==> config.mk <==
export PLATFORM = sky130hd
export DESIGN_NAME = vliw_bundle_packer_flat
export DESIGN_NICKNAME = d
export VERILOG_FILES = /design/src/rtl/vliw_bundle_packer_if.sv /design/src/rtl/vliw_bundle_packer.sv /design/src/flat_wrapper.sv
export SDC_FILE = /design/constraint.sdc
export NUM_CORES = 1
export LEC_CHECK = 0
export CAP_MARGIN = 30
export CELL_PAD_IN_SITES_DETAIL_PLACEMENT = 0
export CELL_PAD_IN_SITES_GLOBAL_PLACEMENT = 1
export CORE_ASPECT_RATIO = 1.2
export CORE_UTILIZATION = 42
export DETAILED_ROUTE_END_ITERATION = 7
export PLACE_DENSITY = 0.9
export REMOVE_ABC_BUFFERS = 1
export SLEW_MARGIN = 25
export SYNTH_ARGS = -nofsm -noshare
export SYNTH_HDL_FRONTEND = slang
export SYNTH_SLANG_ARGS = --single-unit
==> constraint.sdc <==
create_clock -name clk -period 3.55 [get_ports clk]
set_input_delay 0.5325 -clock clk [delete_from_list [all_inputs] [get_ports clk]]
set_output_delay 0.5325 -clock clk [all_outputs]
set_load 0.05 [all_outputs]
==> src/rtl/vliw_bundle_packer_if.sv <==
// Issue-side handshake between the scalar stream, the packer and the bundle consumer.
interface vliw_bundle_packer_if;
  logic        in_valid;
  logic        in_ready;
  logic [31:0] in_instr;
  logic        flush;
  logic        out_valid;
  logic        out_ready;
  logic [31:0] out_r_instr;
  logic [31:0] out_s_instr;
  logic        out_r_vld;
  logic        out_s_vld;
  logic        out_illegal;

  // Environment side: supplies instructions and consumes bundles.
  modport master (
    output in_valid, in_instr, flush, out_ready,
    input  in_ready, out_valid, out_r_instr, out_s_instr, out_r_vld, out_s_vld, out_illegal
  );

  // Packer side.
  modport slave (
    input  in_valid, in_instr, flush, out_ready,
    output in_ready, out_valid, out_r_instr, out_s_instr, out_r_vld, out_s_vld, out_illegal
  );
endinterface

==> src/rtl/vliw_bundle_packer.sv <==
// Packs an in-order scalar stream into {R, S} VLIW bundles, holding at most one
// unpaired instruction and emitting through a registered valid/ready output.
module vliw_bundle_packer #(
  parameter int unsigned TIMEOUT  = 8,
  parameter logic [31:0] NOP_WORD = 32'h0000_0000
) (
  input logic                 clk,
  input logic                 rst_n,
  vliw_bundle_packer_if.slave pk
);

  typedef enum logic [2:0] {C_R, C_LD, C_ST, C_BR, C_JMP, C_ILL} cls_e;
  typedef enum logic [1:0] {EMPTY, HOLD_R, HOLD_S} state_e;

  localparam logic [7:0] TMAX = 8'(TIMEOUT - 1);

  function automatic cls_e classify(input logic [4:0] op);
    case (op)
      5'b00011, 5'b01000: classify = C_R;
      5'b01010:           classify = C_LD;
      5'b01011:           classify = C_ST;
      5'b11010:           classify = C_BR;
      5'b11100:           classify = C_JMP;
      default:            classify = C_ILL;
    endcase
  endfunction

  function automatic logic writes_rd(input cls_e c);
    return (c == C_R) || (c == C_LD);
  endfunction

  function automatic logic reads_rs1(input cls_e c);
    return (c == C_R) || (c == C_LD) || (c == C_ST) || (c == C_BR);
  endfunction

  function automatic logic reads_rs2(input cls_e c);
    return (c == C_R) || (c == C_ST) || (c == C_BR);
  endfunction

  state_e      state_q, state_d;
  logic [31:0] hold_q, hold_d;
  logic [7:0]  timer_q, timer_d;

  logic        out_valid_q, out_r_vld_q, out_s_vld_q, out_illegal_q;
  logic [31:0] out_r_q, out_s_q;

  logic        emit, e_rv, e_sv, e_ill;
  logic [31:0] e_r, e_s;
  logic        pair, emit_h, emit_n, take_n;

  cls_e        n_cls, h_cls;
  logic [4:0]  h_rd;
  logic        holding, ofree, accept, n_is_s, n_ctrl, conflict, pair_ok, stall_n, in_ready;

  // Classify the incoming word and decide whether it may share a bundle with the held one
  always_comb begin
    n_cls    = classify(pk.in_instr[31:27]);
    h_cls    = classify(hold_q[31:27]);
    h_rd     = hold_q[26:22];
    holding  = (state_q != EMPTY);
    ofree    = !out_valid_q || pk.out_ready;
    n_is_s   = n_cls inside {C_LD, C_ST, C_BR, C_JMP};
    n_ctrl   = n_cls inside {C_BR, C_JMP};
    conflict = writes_rd(h_cls) &&
               ((reads_rs1(n_cls) && (pk.in_instr[21:17] == h_rd)) ||
                (reads_rs2(n_cls) && (pk.in_instr[16:12] == h_rd)) ||
                (writes_rd(n_cls) && (pk.in_instr[26:22] == h_rd)));
    pair_ok  = !conflict && (((state_q == HOLD_R) && n_is_s) ||
                             ((state_q == HOLD_S) && (n_cls == C_R)));
    stall_n  = (n_cls == C_ILL) || (n_ctrl && !pair_ok);
    in_ready = ofree && !(holding && (pk.flush || (pk.in_valid && stall_n)));
    accept   = pk.in_valid && in_ready;
  end

  // State register: current hold state, staged word and wait timer
  always_ff @(posedge clk or negedge rst_n) begin
    if (!rst_n) begin
      state_q <= EMPTY;
      hold_q  <= NOP_WORD;
      timer_q <= '0;
    end else begin
      state_q <= state_d;
      hold_q  <= hold_d;
      timer_q <= timer_d;
    end
  end

  // Next state and the bundle to load into the output register
  always_comb begin
    state_d = state_q;
    hold_d  = hold_q;
    timer_d = timer_q;
    pair    = 1'b0;
    emit_h  = 1'b0;
    emit_n  = 1'b0;
    take_n  = 1'b0;
    e_r     = NOP_WORD;
    e_s     = NOP_WORD;
    e_rv    = 1'b0;
    e_sv    = 1'b0;
    e_ill   = 1'b0;
    if (holding && (timer_q != TMAX)) timer_d = timer_q + 8'd1;
    // A stalled control/illegal word can only be accepted while holding if it
    // pairs, so emit_h and emit_n never fire together.
    if (ofree) begin
      if (accept) begin
        if (holding && pair_ok) begin
          pair = 1'b1;
        end else begin
          emit_h = holding;
          if ((n_cls == C_ILL) || n_ctrl || pk.flush) emit_n = 1'b1;
          else                                        take_n = 1'b1;
        end
      end else begin
        emit_h = holding && (pk.flush || pk.in_valid || (timer_q == TMAX));
      end
    end
    emit = pair || emit_h || emit_n;
    if (pair) begin
      e_rv = 1'b1;
      e_sv = 1'b1;
      e_r  = (state_q == HOLD_R) ? hold_q : pk.in_instr;
      e_s  = (state_q == HOLD_R) ? pk.in_instr : hold_q;
    end else if (emit_h) begin
      if (state_q == HOLD_R) begin e_r = hold_q; e_rv = 1'b1; end
      else                   begin e_s = hold_q; e_sv = 1'b1; end
    end else if (emit_n) begin
      if (n_cls == C_ILL)    begin e_r = pk.in_instr; e_ill = 1'b1; end
      else if (n_cls == C_R) begin e_r = pk.in_instr; e_rv  = 1'b1; end
      else                   begin e_s = pk.in_instr; e_sv  = 1'b1; end
    end
    if (take_n) begin
      state_d = (n_cls == C_R) ? HOLD_R : HOLD_S;
      hold_d  = pk.in_instr;
      timer_d = '0;
    end else if (pair || emit_h) begin
      state_d = EMPTY;
      timer_d = '0;
    end
  end

  // Output register: loads only when the slot is free, otherwise holds its bundle
  always_ff @(posedge clk or negedge rst_n) begin
    if (!rst_n) begin
      out_valid_q   <= 1'b0;
      out_r_q       <= NOP_WORD;
      out_s_q       <= NOP_WORD;
      out_r_vld_q   <= 1'b0;
      out_s_vld_q   <= 1'b0;
      out_illegal_q <= 1'b0;
    end else if (ofree) begin
      out_valid_q <= emit;
      if (emit) begin
        out_r_q       <= e_r;
        out_s_q       <= e_s;
        out_r_vld_q   <= e_rv;
        out_s_vld_q   <= e_sv;
        out_illegal_q <= e_ill;
      end
    end
  end

  // Drive the interface outputs
  always_comb begin
    pk.in_ready    = in_ready;
    pk.out_valid   = out_valid_q;
    pk.out_r_instr = out_r_q;
    pk.out_s_instr = out_s_q;
    pk.out_r_vld   = out_r_vld_q;
    pk.out_s_vld   = out_s_vld_q;
    pk.out_illegal = out_illegal_q;
  end

endmodule

==> src/flat_wrapper.sv <==
// flat-port wrapper written by rule: the top's interface ports become plain ports
module vliw_bundle_packer_flat 
#(
  parameter int unsigned TIMEOUT  = 8,
  parameter logic [31:0] NOP_WORD = 32'h0000_0000
)
  (clk, rst_n, pk_in_valid, pk_in_instr, pk_flush, pk_out_ready, pk_in_ready, pk_out_valid, pk_out_r_instr, pk_out_s_instr, pk_out_r_vld, pk_out_s_vld, pk_out_illegal);
  vliw_bundle_packer_if pk_i ();
  input logic clk;
  input logic rst_n;
  input wire logic [$bits(pk_i.in_valid)-1:0] pk_in_valid;
  input wire logic [$bits(pk_i.in_instr)-1:0] pk_in_instr;
  input wire logic [$bits(pk_i.flush)-1:0] pk_flush;
  input wire logic [$bits(pk_i.out_ready)-1:0] pk_out_ready;
  output wire logic [$bits(pk_i.in_ready)-1:0] pk_in_ready;
  output wire logic [$bits(pk_i.out_valid)-1:0] pk_out_valid;
  output wire logic [$bits(pk_i.out_r_instr)-1:0] pk_out_r_instr;
  output wire logic [$bits(pk_i.out_s_instr)-1:0] pk_out_s_instr;
  output wire logic [$bits(pk_i.out_r_vld)-1:0] pk_out_r_vld;
  output wire logic [$bits(pk_i.out_s_vld)-1:0] pk_out_s_vld;
  output wire logic [$bits(pk_i.out_illegal)-1:0] pk_out_illegal;
  assign pk_i.in_valid = pk_in_valid;
  assign pk_i.in_instr = pk_in_instr;
  assign pk_i.flush = pk_flush;
  assign pk_i.out_ready = pk_out_ready;
  assign pk_in_ready = pk_i.in_ready;
  assign pk_out_valid = pk_i.out_valid;
  assign pk_out_r_instr = pk_i.out_r_instr;
  assign pk_out_s_instr = pk_i.out_s_instr;
  assign pk_out_r_vld = pk_i.out_r_vld;
  assign pk_out_s_vld = pk_i.out_s_vld;
  assign pk_out_illegal = pk_i.out_illegal;
  vliw_bundle_packer #(.TIMEOUT(TIMEOUT), .NOP_WORD(NOP_WORD)) u_core (.clk(clk), .rst_n(rst_n), .pk(pk_i));
endmodule
* Word-level counts from Yosys, hierarchy flattened
Cells that the tools add are included.
** Operators by class
- Add/sub/neg operators :: 1
- Equal/unequal tests :: 25
- Mux-type cells :: 52
- Reductions and logical operators :: 47
** Operators with widths (number)
- $mux W32 :: 14
- $eq A5 B4 Y1 const B :: 6
- $mux W1 :: 30
- $pmux W3 S5 :: 2
- $mux W8 :: 3
- $eq A5 B5 Y1 const B :: 4
- $logic_or A1 B1 Y1 :: 18
- $eq A5 B5 Y1 :: 3
- $logic_and A1 B1 Y1 :: 15
- $eq A5 B2 Y1 const B :: 2
- $add A8 B1 Y8 const B :: 1
- $eq A8 B3 Y1 const B :: 1
- $ne A8 B3 Y1 const B :: 1
- $eq A3 B1 Y1 const B :: 2
- $eq A3 B2 Y1 const B :: 2
- $eq A3 B3 Y1 const B :: 2
- $logic_not A3 Y1 :: 2
- $mux W2 :: 3
- $reduce_bool A2 Y1 :: 3
- $logic_not A1 Y1 :: 4
- $reduce_bool A4 Y1 :: 1
- $reduce_or A2 Y1 :: 2
- $reduce_bool A3 Y1 :: 1
- $eq A2 B1 Y1 const B :: 1
- other kinds (2) :: 2
** Storage, ports and cells
- Flip-flop bits (word level) :: 110
- Input bits :: 37
- Output and inout bits :: 69
- Word-level logic and storage cells :: 134

* Logic depth before layout (Yosys ltp)
Gate-level depths: netlist of run 1.
- Word-level depth :: 27
- Depth in mapped cells :: 9
- Mapped depth without buffers :: 7

* Worst setup path after synthesis of run 1
OpenSTA, ideal clock, no wires.
- Path kind :: input -> output
- From :: input port pk_in_instr[31]
- To :: output port pk_in_ready
- Arrival time :: 2.561 ns
- Data required time :: 3.017 ns
- Path slack :: 0.456 ns
- Stages on the path :: 8
- Buffers on the path :: 2
- Cells stage by stage :: buf_2 > nor2b_1 > o41ai_2 > o2111ai_1 > a311o_1 > buf_2 > and4b_1 > o41a_1
** On the way
- Word-level cells in the longest chain between the ends :: 21
- Elaborated cells on any way between the ends :: 40
- Classes of those cells :: eq/ne (11); mux (1); reduce/logical (28)
** RTL lines
- start: declaration :: line flat_wrapper.sv:12 : input wire logic [$bits(pk_i.in_instr)-1:0] pk_in_instr;
- $eq A5 B2 Y1 / $eq A5 B4 Y1 (equally long branches) :: line vliw_bundle_packer.sv:18 : case (op)
- $reduce_or A2 Y1 :: line vliw_bundle_packer.sv:18
- $pmux W3 S5 (*) :: line vliw_bundle_packer.sv:18
- $eq A3 B1 Y1 / $logic_not A3 Y1 (equally long branches)
- $logic_or A1 B1 Y1 :: line vliw_bundle_packer.sv:29, vliw_bundle_packer.sv:33
- $logic_or A1 B1 Y1 (2 in a row) :: line vliw_bundle_packer.sv:33 : return (c == C_R) || (c == C_LD) || (c == C_ST) || (c == C_BR);
- $logic_and A1 B1 Y1 :: line vliw_bundle_packer.sv:65 : ((reads_rs1(n_cls) && (pk.in_instr[21:17] == h_rd)) ||
- $logic_or A1 B1 Y1 :: line vliw_bundle_packer.sv:65
- [4 not listed]
- $logic_not A1 Y1 :: line vliw_bundle_packer.sv:70 : stall_n = (n_cls == C_ILL) || (n_ctrl && !pair_ok);
- $logic_and A1 B1 Y1 :: line vliw_bundle_packer.sv:70
- $logic_or A1 B1 Y1 (*) :: line vliw_bundle_packer.sv:70
- $logic_and A1 B1 Y1 (*) :: line vliw_bundle_packer.sv:71 : in_ready = ofree && !(holding && (pk.flush || (pk.in_valid && stall_n)));
- $logic_or A1 B1 Y1 (*) :: line vliw_bundle_packer.sv:71
- $logic_and A1 B1 Y1 (*) :: line vliw_bundle_packer.sv:71
- $logic_not A1 Y1 (*) :: line vliw_bundle_packer.sv:71
- $logic_and A1 B1 Y1 (*) :: line vliw_bundle_packer.sv:71
- end: declaration :: line flat_wrapper.sv:15 : output wire logic [$bits(pk_i.in_ready)-1:0] pk_in_ready;
Every way passes the cells marked *; elsewhere a longest branch is shown, timed or not.

* Worst setup path in the final report of run 1
- From :: input port pk_in_instr[18]
- To :: output port pk_in_ready
** On the way
- Word-level cells in the longest chain between the ends :: 15
** RTL lines
- $eq A5 B5 Y1 :: line vliw_bundle_packer.sv:65
- $logic_and A1 B1 Y1 :: line vliw_bundle_packer.sv:65
- $logic_or A1 B1 Y1 :: line vliw_bundle_packer.sv:65
- $logic_or A1 B1 Y1 :: line vliw_bundle_packer.sv:66 : (reads_rs2(n_cls) && (pk.in_instr[16:12] == h_rd)) ||
- $logic_and A1 B1 Y1 :: line vliw_bundle_packer.sv:64 : conflict = writes_rd(h_cls) &&
- $logic_not A1 Y1 :: line vliw_bundle_packer.sv:68 : pair_ok = !conflict && (((state_q == HOLD_R) && n_is_s) ||
- $logic_and A1 B1 Y1 :: line vliw_bundle_packer.sv:68
- $logic_not A1 Y1 :: line vliw_bundle_packer.sv:70
- $logic_and A1 B1 Y1 :: line vliw_bundle_packer.sv:70
- $logic_or A1 B1 Y1 :: line vliw_bundle_packer.sv:70
- $logic_and A1 B1 Y1 :: line vliw_bundle_packer.sv:71
- $logic_or A1 B1 Y1 :: line vliw_bundle_packer.sv:71
- $logic_and A1 B1 Y1 :: line vliw_bundle_packer.sv:71
- $logic_not A1 Y1 :: line vliw_bundle_packer.sv:71
- $logic_and A1 B1 Y1 :: line vliw_bundle_packer.sv:71
No other way between the ends.

==> results of run 1 <==
-- flip-flops by register name (all words and copies together) (netlist names) --
| register | flops |
|---|---|
| u_core.state_q | 2 |
| u_core.pk.out_s_vld | 1 |
| u_core.hold_q | 32 |
| u_core.pk.out_illegal | 1 |
| u_core.pk.out_valid | 1 |
| u_core.timer_q | 8 |
| u_core.pk.out_s_instr | 32 |
| u_core.pk.out_r_instr | 32 |
| u_core.pk.out_r_vld | 1 |
-- placed cells by master, fill, tap and decap left out, drive strengths merged, types with 3 or more instances in the layout --
master         count
a32oi             30
nand2b             5
nor3              15
mux2              29
mux2i             64
a22o              63
or3                4
a21o               3
nor2b              3
dfrtp            110
inv                6
nand4             64
nand3              8
nor2              14
clkbuf            14
xnor2             10
a21oi              4
a22oi             31
nand2             10
o21ai             64
xor2              13
clkdlybuf4s50    101
and2               4
o2111ai            3
buf               44
-- Yosys cell counts, types with 2 or more instances --
cell type                     n
sky130_fd_sc_hd__nand2_1     10
sky130_fd_sc_hd__o41a_1       2
sky130_fd_sc_hd__mux2_1      17
sky130_fd_sc_hd__buf_1        4
sky130_fd_sc_hd__a22o_1      63
sky130_fd_sc_hd__xnor2_1     10
sky130_fd_sc_hd__a222oi_1     2
sky130_fd_sc_hd__o22ai_1      2
sky130_fd_sc_hd__nor2b_1      3
sky130_fd_sc_hd__inv_1        6
sky130_fd_sc_hd__mux2i_1     64
sky130_fd_sc_hd__nor2_1      14
sky130_fd_sc_hd__dfrtp_1    110
sky130_fd_sc_hd__clkbuf_1    53
sky130_fd_sc_hd__xor2_1      13
sky130_fd_sc_hd__a21oi_1      3
sky130_fd_sc_hd__a32oi_1     30
sky130_fd_sc_hd__nand2b_1     5
sky130_fd_sc_hd__buf_2       18
sky130_fd_sc_hd__nand4_1     64
sky130_fd_sc_hd__o2111ai_1    3
sky130_fd_sc_hd__o21ai_0     63
sky130_fd_sc_hd__a21o_1       3
sky130_fd_sc_hd__mux2_2      12
sky130_fd_sc_hd__nand3b_1     2
sky130_fd_sc_hd__and2_1       4
sky130_fd_sc_hd__a22oi_1     31
sky130_fd_sc_hd__nor3_1      15
sky130_fd_sc_hd__nand3_1      8
sky130_fd_sc_hd__or3_1        4
sky130_fd_sc_hd__buf_6        2
-- routing by layer --
metal / up-vias / GRT usage / wire length, um / share of wire
li1: 2748 / - / - / -
met1: 3144 / 0.353 / 8810 / 0.42
met2: 323 / 0.409 / 9920 / 0.47
met3: 48 / 0.0576 / 1670 / 0.080
met4: 0 / 0.124 / 559 / 0.027
met5: - / 0 / 0 / 0
-- logic make-up after synthesis --
family | count (synthesis)
xor gates and xnor gates | 23
and+or+nand+nor | 136
adders and majority gates | 1
muxes | 93
DFF | 110
AOI/OAI and AO/OA | 214
buffers and inverters | 84
-- layout make-up --
cell class              count  area share
diodes                      1    0.000299
flip-flops and latches    110       0.328
well taps                 208      0.0310
inverters                   6     0.00269
clock buffers              14      0.0315
clock inverters             2     0.00194
multi-input cells         467       0.437
repair buffers            147       0.167
-- power by group --
part           total (mW)  switching, mW  internal [mW]
sequential           2.25          0.484           1.77
clock               0.991          0.473          0.518
combinational        3.66           2.31           1.35
total                6.90           3.27           3.63
-- per-stage QoR --
stage / setup TNS, ns / worst slack [ns] / utilization
2_1_floorplan: -109.50 / -1.31 / -
3_5_place_dp: -0.0353 / -0.0353 / 0.517
3_3_place_gp: -0.00801 / -0.00801 / 0.517
6_report: 0 / 0.0685 / 0.538
5_1_grt: 0 / 0.00501 / 0.538
4_1_cts: 0 / 0.0423 / 0.536
-- how the worst min path moves through the flow --
stage,from,end,slack (ns),cells after the start
2_1_floorplan,rst_n,u_core.hold_q[0],0.24,0
3_3_place_gp,u_core.pk.out_s_instr[4],u_core.pk.out_s_instr[4],0.49,1
3_5_place_dp,u_core.pk.out_s_instr[10],u_core.pk.out_s_instr[10],0.49,1
4_1_cts,rst_n,u_core.pk.out_r_instr[18],0.24,1
5_1_grt,rst_n,u_core.hold_q[7],0.25,1
6_report,rst_n,u_core.pk.out_s_instr[7],0.21,1
-- timing repair --
| item | in CTS | in global routing |
|---|---|---|
| hold buffers | 0 | 0 |
| endpoints found under the setup margin | 1 | 1 |
| endpoints found under the hold margin | 0 | 0 |
| buffers inserted | 1 | 0 |
| resized for setup | 0 | 9 |
| pin swaps | 1 | 1 |
==> qor.yml, run 1 <==
status: "completed"
mean_number_of_vias_per_cell: 6.56
finalCritPeriodShare: 0.981
rrSetupSlack_ns: 0.77
clk_latency_ns: 0.36
crit_path_max_incr_delay_ns: 0.51
first_global_vias: 6364
yosysSeqAreaShare: 0.413
top_cells_by_area_synth: "sky130_fd_sc_hd__dfrtp_1 (41%), sky130_fd_sc_hd__mux2i_1 (9.6%), sky130_fd_sc_hd__a22o_1 (8.3%)"
numClockSinks: 110
slew_headroom: 0.460
rr_startpoint: "u_core.hold_q[23]"
power.total_mw: 6.90
worst_r2r_endpoint: "u_core.hold_q[18]"
drcViolationCount: 0
globalRoute.totalOverflow: 0
design.final.nets: 779
synth-edff-count: 0
cp_max_fo: 6
setup.worst_path.start_class: "input port"
min-delay-path-class: "input port to async pin"
detailed_placer_s_ending_hpwl_mm: 13.2
critical_path.startpoint: "pk_in_instr[18]"
synthToLayoutAreaGrowth_pct: 25.8
r2r.worst_path.cells: 8
finalWirelength_mm: 21.0
timing.clock.skew_ns: 0.00724
yosys.area_share.adder: 0.00188
number_of_antenna_violations_at_the_first_check_in_global_routing: 1
initial_core_util: 0.428
stdcell_count: 955
io_pins: 106
fin_crit_ns: 3.48
grtUsageTotal: 0.265
postRouteAntennaNets: 0
xor_xnor_portion_of_the_synthesized_cell_area: 0.0302
cts-htree-levels: 3
timing.final.setup_violations: 0
placed_cell_area_mm2: 0.00805
layout.filler_cells: 1307
io_buffers: 105
tightestPinTransition_ns: 0.809
arrival_ns: 2.95
synthesis.area_mm2: 0.00667
endpoint_kind: "output pin"
cp.depth: 8
path_class: "input port to output pin"
gpl.final_weighted_congestion: 0.880
synth_area_in_compound_gates: 0.240
synth_top_family_by_area: "compound AO/OA/AOI/OAI gates"
fraction_of_final_layout_cells_with_drive_strength_greater_than_1: 0.121
power-per-cell-area_mw_per_mm2: 823
achievable-frequency_ghz: 0.287
chipHeight_um: 140
avgSynthCellArea_um2: 10.1
floorplan.core_area_mm2: 0.0156
dieWidth_um: 117
grt_first_pass_wirelength_mm: 33.6
synth_simple_gate_area_share: 0.117
multi_input_comb_area_mm2: 0.00366
detail_route.wl_per_cell_um: 21.9
cts_tree: "done"
rsz_0062_raised_after_global_routing: "false"
crit_chain: "clkdlybuf4s50_1 > xor2_1 > nor3_2 > nand3_1 > a311o_2 > and4b_1 > o41a_1 > buf_4"
num_vias: 6263
cp_slowest_cell: "sky130_fd_sc_hd__clkdlybuf4s50_1"
drt_pre_antenna_iters: 5
timing.final.hold_violations: 0
vdd_drop_max_mv: 0.381
dpl.cell_count: 937
cts-buffers-inserted: 9
timing.max_cap.violations: 0
post-synth-top-area-fraction: 0.413
final_area_mm2: 0.00838
placementRows: 50
timing.critical_path.required_ns: 3.02
ys.flop_type: "sky130_fd_sc_hd__dfrtp_1"
largest_net_degree_at_the_start_of_global_routing: 54
crit_path_end: "pk_in_ready"
fp.dieArea_mm2: 0.0164
async_reset_ff_frac: 1.00
synth.mux.area_fraction: 0.145
clkTransAtPathRegs_ns: 0.07
path_buf_inv: 2
synth_top_area_cell: "sky130_fd_sc_hd__dfrtp_1"
clockBufferDepth: 2
syn_inst: 661
finalMaxSlewViolations: 0
starting_drt_drc_count: 639
clock-root-buffer: "sky130_fd_sc_hd__clkbuf_16"
power.leakage_nw: 3.44
final-seq-area_mm2: 0.00275
postSynthRegisterBits: 110
yosys_warn_count: 0
hold_slack_ns: 0.213
netlist-cell-type-count: 52
critPathTopFamily: "compound AO/OA/AOI/OAI gates"
Power figures use the tool's default switching activity.
==> inputs of run 2 (changes only) <==
--- a/config.mk
+++ b/config.mk
@@ -9,6 +9,7 @@
 export CELL_PAD_IN_SITES_DETAIL_PLACEMENT = 0
 export CELL_PAD_IN_SITES_GLOBAL_PLACEMENT = 1
 export CORE_ASPECT_RATIO = 1.2
+export CORE_MARGIN = 1.5
 export CORE_UTILIZATION = 42
 export DETAILED_ROUTE_END_ITERATION = 7
 export PLACE_DENSITY = 0.9
==> run 2 against run 1 <==
Core utilization decreased by 0.18 points. Power increased by 0.20%. Final area decreased by 0.33%. Cell count decreased by 0.10%. Clock power increased by 6%. Combinational power about the same. Wire length decreased by 1.8%. First-iteration DRC count increased by 1.7%. Via count decreased by 0.51%. Clock-buffer cell count decreased by 4. Highest routed layer unchanged.
==> qor.yml, run 2 (synthesis results as in run 1) <==
status: "completed"  # unchanged
drcViolationCount: 0  # unchanged
vdd_drop_max_mv: 0.461  # was 0.381 mV
io_pins: 106  # unchanged
setup.worst_path.start_class: "input port"  # unchanged
timing.max_cap.violations: 0  # unchanged
grt_first_pass_wirelength_mm: 33.1  # was 33.6 mm
cts-htree-levels: 3  # unchanged
finalCritPeriodShare: 0.977  # was 0.981
stdcell_count: 954  # was 955
route.met3.wl_mm: 1.09  # was 1.67 mm
power-per-cell-area_mw_per_mm2: 828  # was 823 mW/mm2
dieWidth_um: 118  # was 117 um
gpl.final_weighted_congestion: 0.817  # was 0.880
chipHeight_um: 141  # was 140 um
worst_r2r_endpoint: "u_core.pk.out_r_instr[6]"  # was u_core.hold_q[18]
detail_route.wl_per_cell_um: 21.6  # was 21.9 um
power_frac_comb: 0.525  # was 0.530
achievable-frequency_ghz: 0.288  # was 0.287 GHz
numClockSinks: 110  # unchanged
switching_share_of_power: 0.470  # was 0.474
clk_latency_ns: 0.37  # was 0.36 ns
clock-root-buffer: "sky130_fd_sc_hd__clkbuf_16"  # unchanged
highest_count_cells_in_the_layout_ignoring_fill_and_taps: "sky130_fd_sc_hd__dfrtp_1 (110), sky130_fd_sc_hd__clkdlybuf4s50_1 (100), sky130_fd_sc_hd__mux2i_1 (64), sky130_fd_sc_hd__nand4_1 (64)"  # was sky130_fd_sc_hd__dfrtp_1 (110), sky130_fd_sc_hd__clkdlybuf4s50_1 (101), sky130_fd_sc_hd__mux2i_1 (64), sky130_fd_sc_hd__nand4_1 (64)
path_class: "input port to output pin"  # unchanged
timing.clock.skew_ns: 0.00840  # was 0.00724 ns
timing.final.hold_violations: 0  # unchanged
detailed_placer_s_ending_hpwl_mm: 13.3  # was 13.2 mm
cp_max_fo: 6  # unchanged
rrSetupSlack_ns: 0.66  # was 0.77 ns
io_buffers: 105  # unchanged
power.clock.fraction: 0.152  # was 0.144
cts-buffers-inserted: 9  # unchanged
globalRoute.totalOverflow: 0  # unchanged
rr_startpoint: "u_core.timer_q[5]"  # was u_core.hold_q[23]
seqPwrFrac: 0.323  # was 0.326
design.final.nets: 780  # was 779
largest_net_degree_at_the_start_of_global_routing: 87  # was 54
timing.final.setup_violations: 0  # unchanged
switchingPower_mw: 3.25  # was 3.27 mW
r2r.worst_path.cells: 7  # was 8
power.leakage_nw: 3.44  # about the same
fp.dieArea_mm2: 0.0166  # was 0.0164 mm2
num_antenna_cells: 0  # was 1
number_of_antenna_violations_at_the_first_check_in_global_routing: 0  # was 1
final_common_cell: "sky130_fd_sc_hd__dfrtp_1"  # unchanged
crit_path_end: "pk_in_ready"  # unchanged
route.layer.met1.wl_mm: 8.55  # was 8.81 mm
fin_crit_ns: 3.47  # was 3.48 ns
synthToLayoutAreaGrowth_pct: 25.3  # was 25.8%
floorplan.core_area_mm2: 0.0156  # unchanged
multi_input_comb_area_mm2: 0.00364  # was 0.00366 mm2
timing.setup.tns_ns: 0  # unchanged
critical_path.startpoint: "pk_in_instr[30]"  # was pk_in_instr[18]
slew_headroom: 0.383  # was 0.460
layout.filler_cells: 1390  # was 1307
endpoint_kind: "output pin"  # unchanged
rsz_0062_raised_after_global_routing: "false"  # unchanged
wl_met2_mm: 10.3  # was 9.92 mm
clockBufferDepth: 2  # unchanged
finalWirelength_mm: 20.6  # was 21.0 mm
p_int_mw: 3.67  # was 3.63 mW
min-delay-path-class: "input port to async pin"  # unchanged
finalMaxSlewViolations: 0  # unchanged
placementRows: 50  # unchanged
clkTransAtPathRegs_ns: 0.07  # about the same
timing.critical_path.required_ns: 3.02  # about the same
hold_slack_ns: 0.238  # was 0.213 ns
arrival_ns: 2.94  # was 2.95 ns
maxUsedRoutingLayer: "met4"  # unchanged
cts_tree: "done"  # unchanged
tightestPinTransition_ns: 0.920  # was 0.809 ns
postRouteAntennaNets: 0  # unchanged
first_global_vias: 6178  # was 6364
mean_number_of_vias_per_cell: 6.53  # was 6.56
starting_drt_drc_count: 650  # was 639
hold_buffers: 0  # unchanged
initial_core_util: 0.428  # unchanged
drt_pre_antenna_iters: 5  # unchanged
dpl.cell_count: 938  # was 937
power.total_mw: 6.92  # was 6.90 mW
fraction_of_final_layout_cells_with_drive_strength_greater_than_1: 0.119  # was 0.121
grtUsageTotal: 0.251  # was 0.265
final-seq-area_mm2: 0.00275  # unchanged
num_vias: 6231  # was 6263
==> run 2: worst max-delay path, cell delays in order <==
cell	delay, ns
sky130_fd_sc_hd__clkdlybuf4s50_1	0.58
sky130_fd_sc_hd__nand2b_1	0.16
sky130_fd_sc_hd__a2bb2oi_1	0.17
sky130_fd_sc_hd__or2_1	0.28
sky130_fd_sc_hd__a311o_2	0.34
sky130_fd_sc_hd__and4b_1	0.23
sky130_fd_sc_hd__o41a_1	0.44
sky130_fd_sc_hd__buf_4	0.20
==> run 2: cell type report <==
type | count | share of cell area
Multi-Input combinational cell | 467 | 0.435
Sequential cell | 110 | 0.329
Timing Repair Buffer | 148 | 0.166
Tap cell | 208 | 0.0311
Clock buffer | 10 | 0.0286
Clock inverter | 5 | 0.00704
Inverter | 6 | 0.00270
==> run 2: timing repair <==
item                       in CTS  in global routing
hold endpoints to repair        0                  0
setup buffers                   0                  1
cloned                          0                  0
gates resized for setup         3                  2
setup endpoints to repair       1                  1
==> run 2: stage by stage <==
stage	setup slack (ns)	cell area [um2]	util
detailed placement	-0.0148	8040	0.516
CTS	0.0547	8340	0.535
global placement	-0.0113	8040	0.516
finish	0.0811	8360	0.536
floorplan	-1.31	6330	-
global route	0.00898	8360	0.536
==> run 2: routing by layer <==
metal / GRT usage / up-vias
met3: 0.0388 / 52
met2: 0.409 / 261
li1: - / 2758
met5: 0 / -
met1: 0.317 / 3160
met4: 0.145 / 0
==> run 2: how the worst min path moves through the flow <==
| stage | start | end | cells past startpoint |
|---|---|---|---|
| 5_1_grt | rst_n | u_core.pk.out_r_instr[10] | 1 |
| 3_3_place_gp | u_core.pk.out_s_instr[1] | u_core.pk.out_s_instr[1] | 1 |
| 3_5_place_dp | u_core.pk.out_r_instr[22] | u_core.pk.out_r_instr[22] | 1 |
| 4_1_cts | rst_n | u_core.pk.out_r_instr[10] | 1 |
| 6_report | rst_n | u_core.pk.out_r_instr[10] | 1 |
| 2_1_floorplan | rst_n | u_core.hold_q[0] | 0 |
==> run 2: power groups by stage <==
| stage | sequential, mW | clock [mW] | combinational (mW) |
|---|---|---|---|
| 2_1_floorplan | 3.44 | 0 | 1.06 |
| 3_3_place_gp | 2.23 | 0 | 3.57 |
| 3_5_place_dp | 2.26 | 0 | 3.62 |
| 4_1_cts | 2.23 | 1.07 | 3.64 |
| 5_1_grt | 2.30 | 1.12 | 3.81 |
| 6_report | 2.23 | 1.05 | 3.63 |
==> inputs of run 3 (changes only) <==
--- a/config.mk
+++ b/config.mk
@@ -5,7 +5,7 @@
 export SDC_FILE = /design/constraint.sdc
 export NUM_CORES = 1
 export LEC_CHECK = 0
-export CAP_MARGIN = 30
+export CAP_MARGIN = 5
 export CELL_PAD_IN_SITES_DETAIL_PLACEMENT = 0
 export CELL_PAD_IN_SITES_GLOBAL_PLACEMENT = 1
 export CORE_ASPECT_RATIO = 1.2
==> results of run 3 <==
Final layout, timing and power as in run 2 (identical DEF).
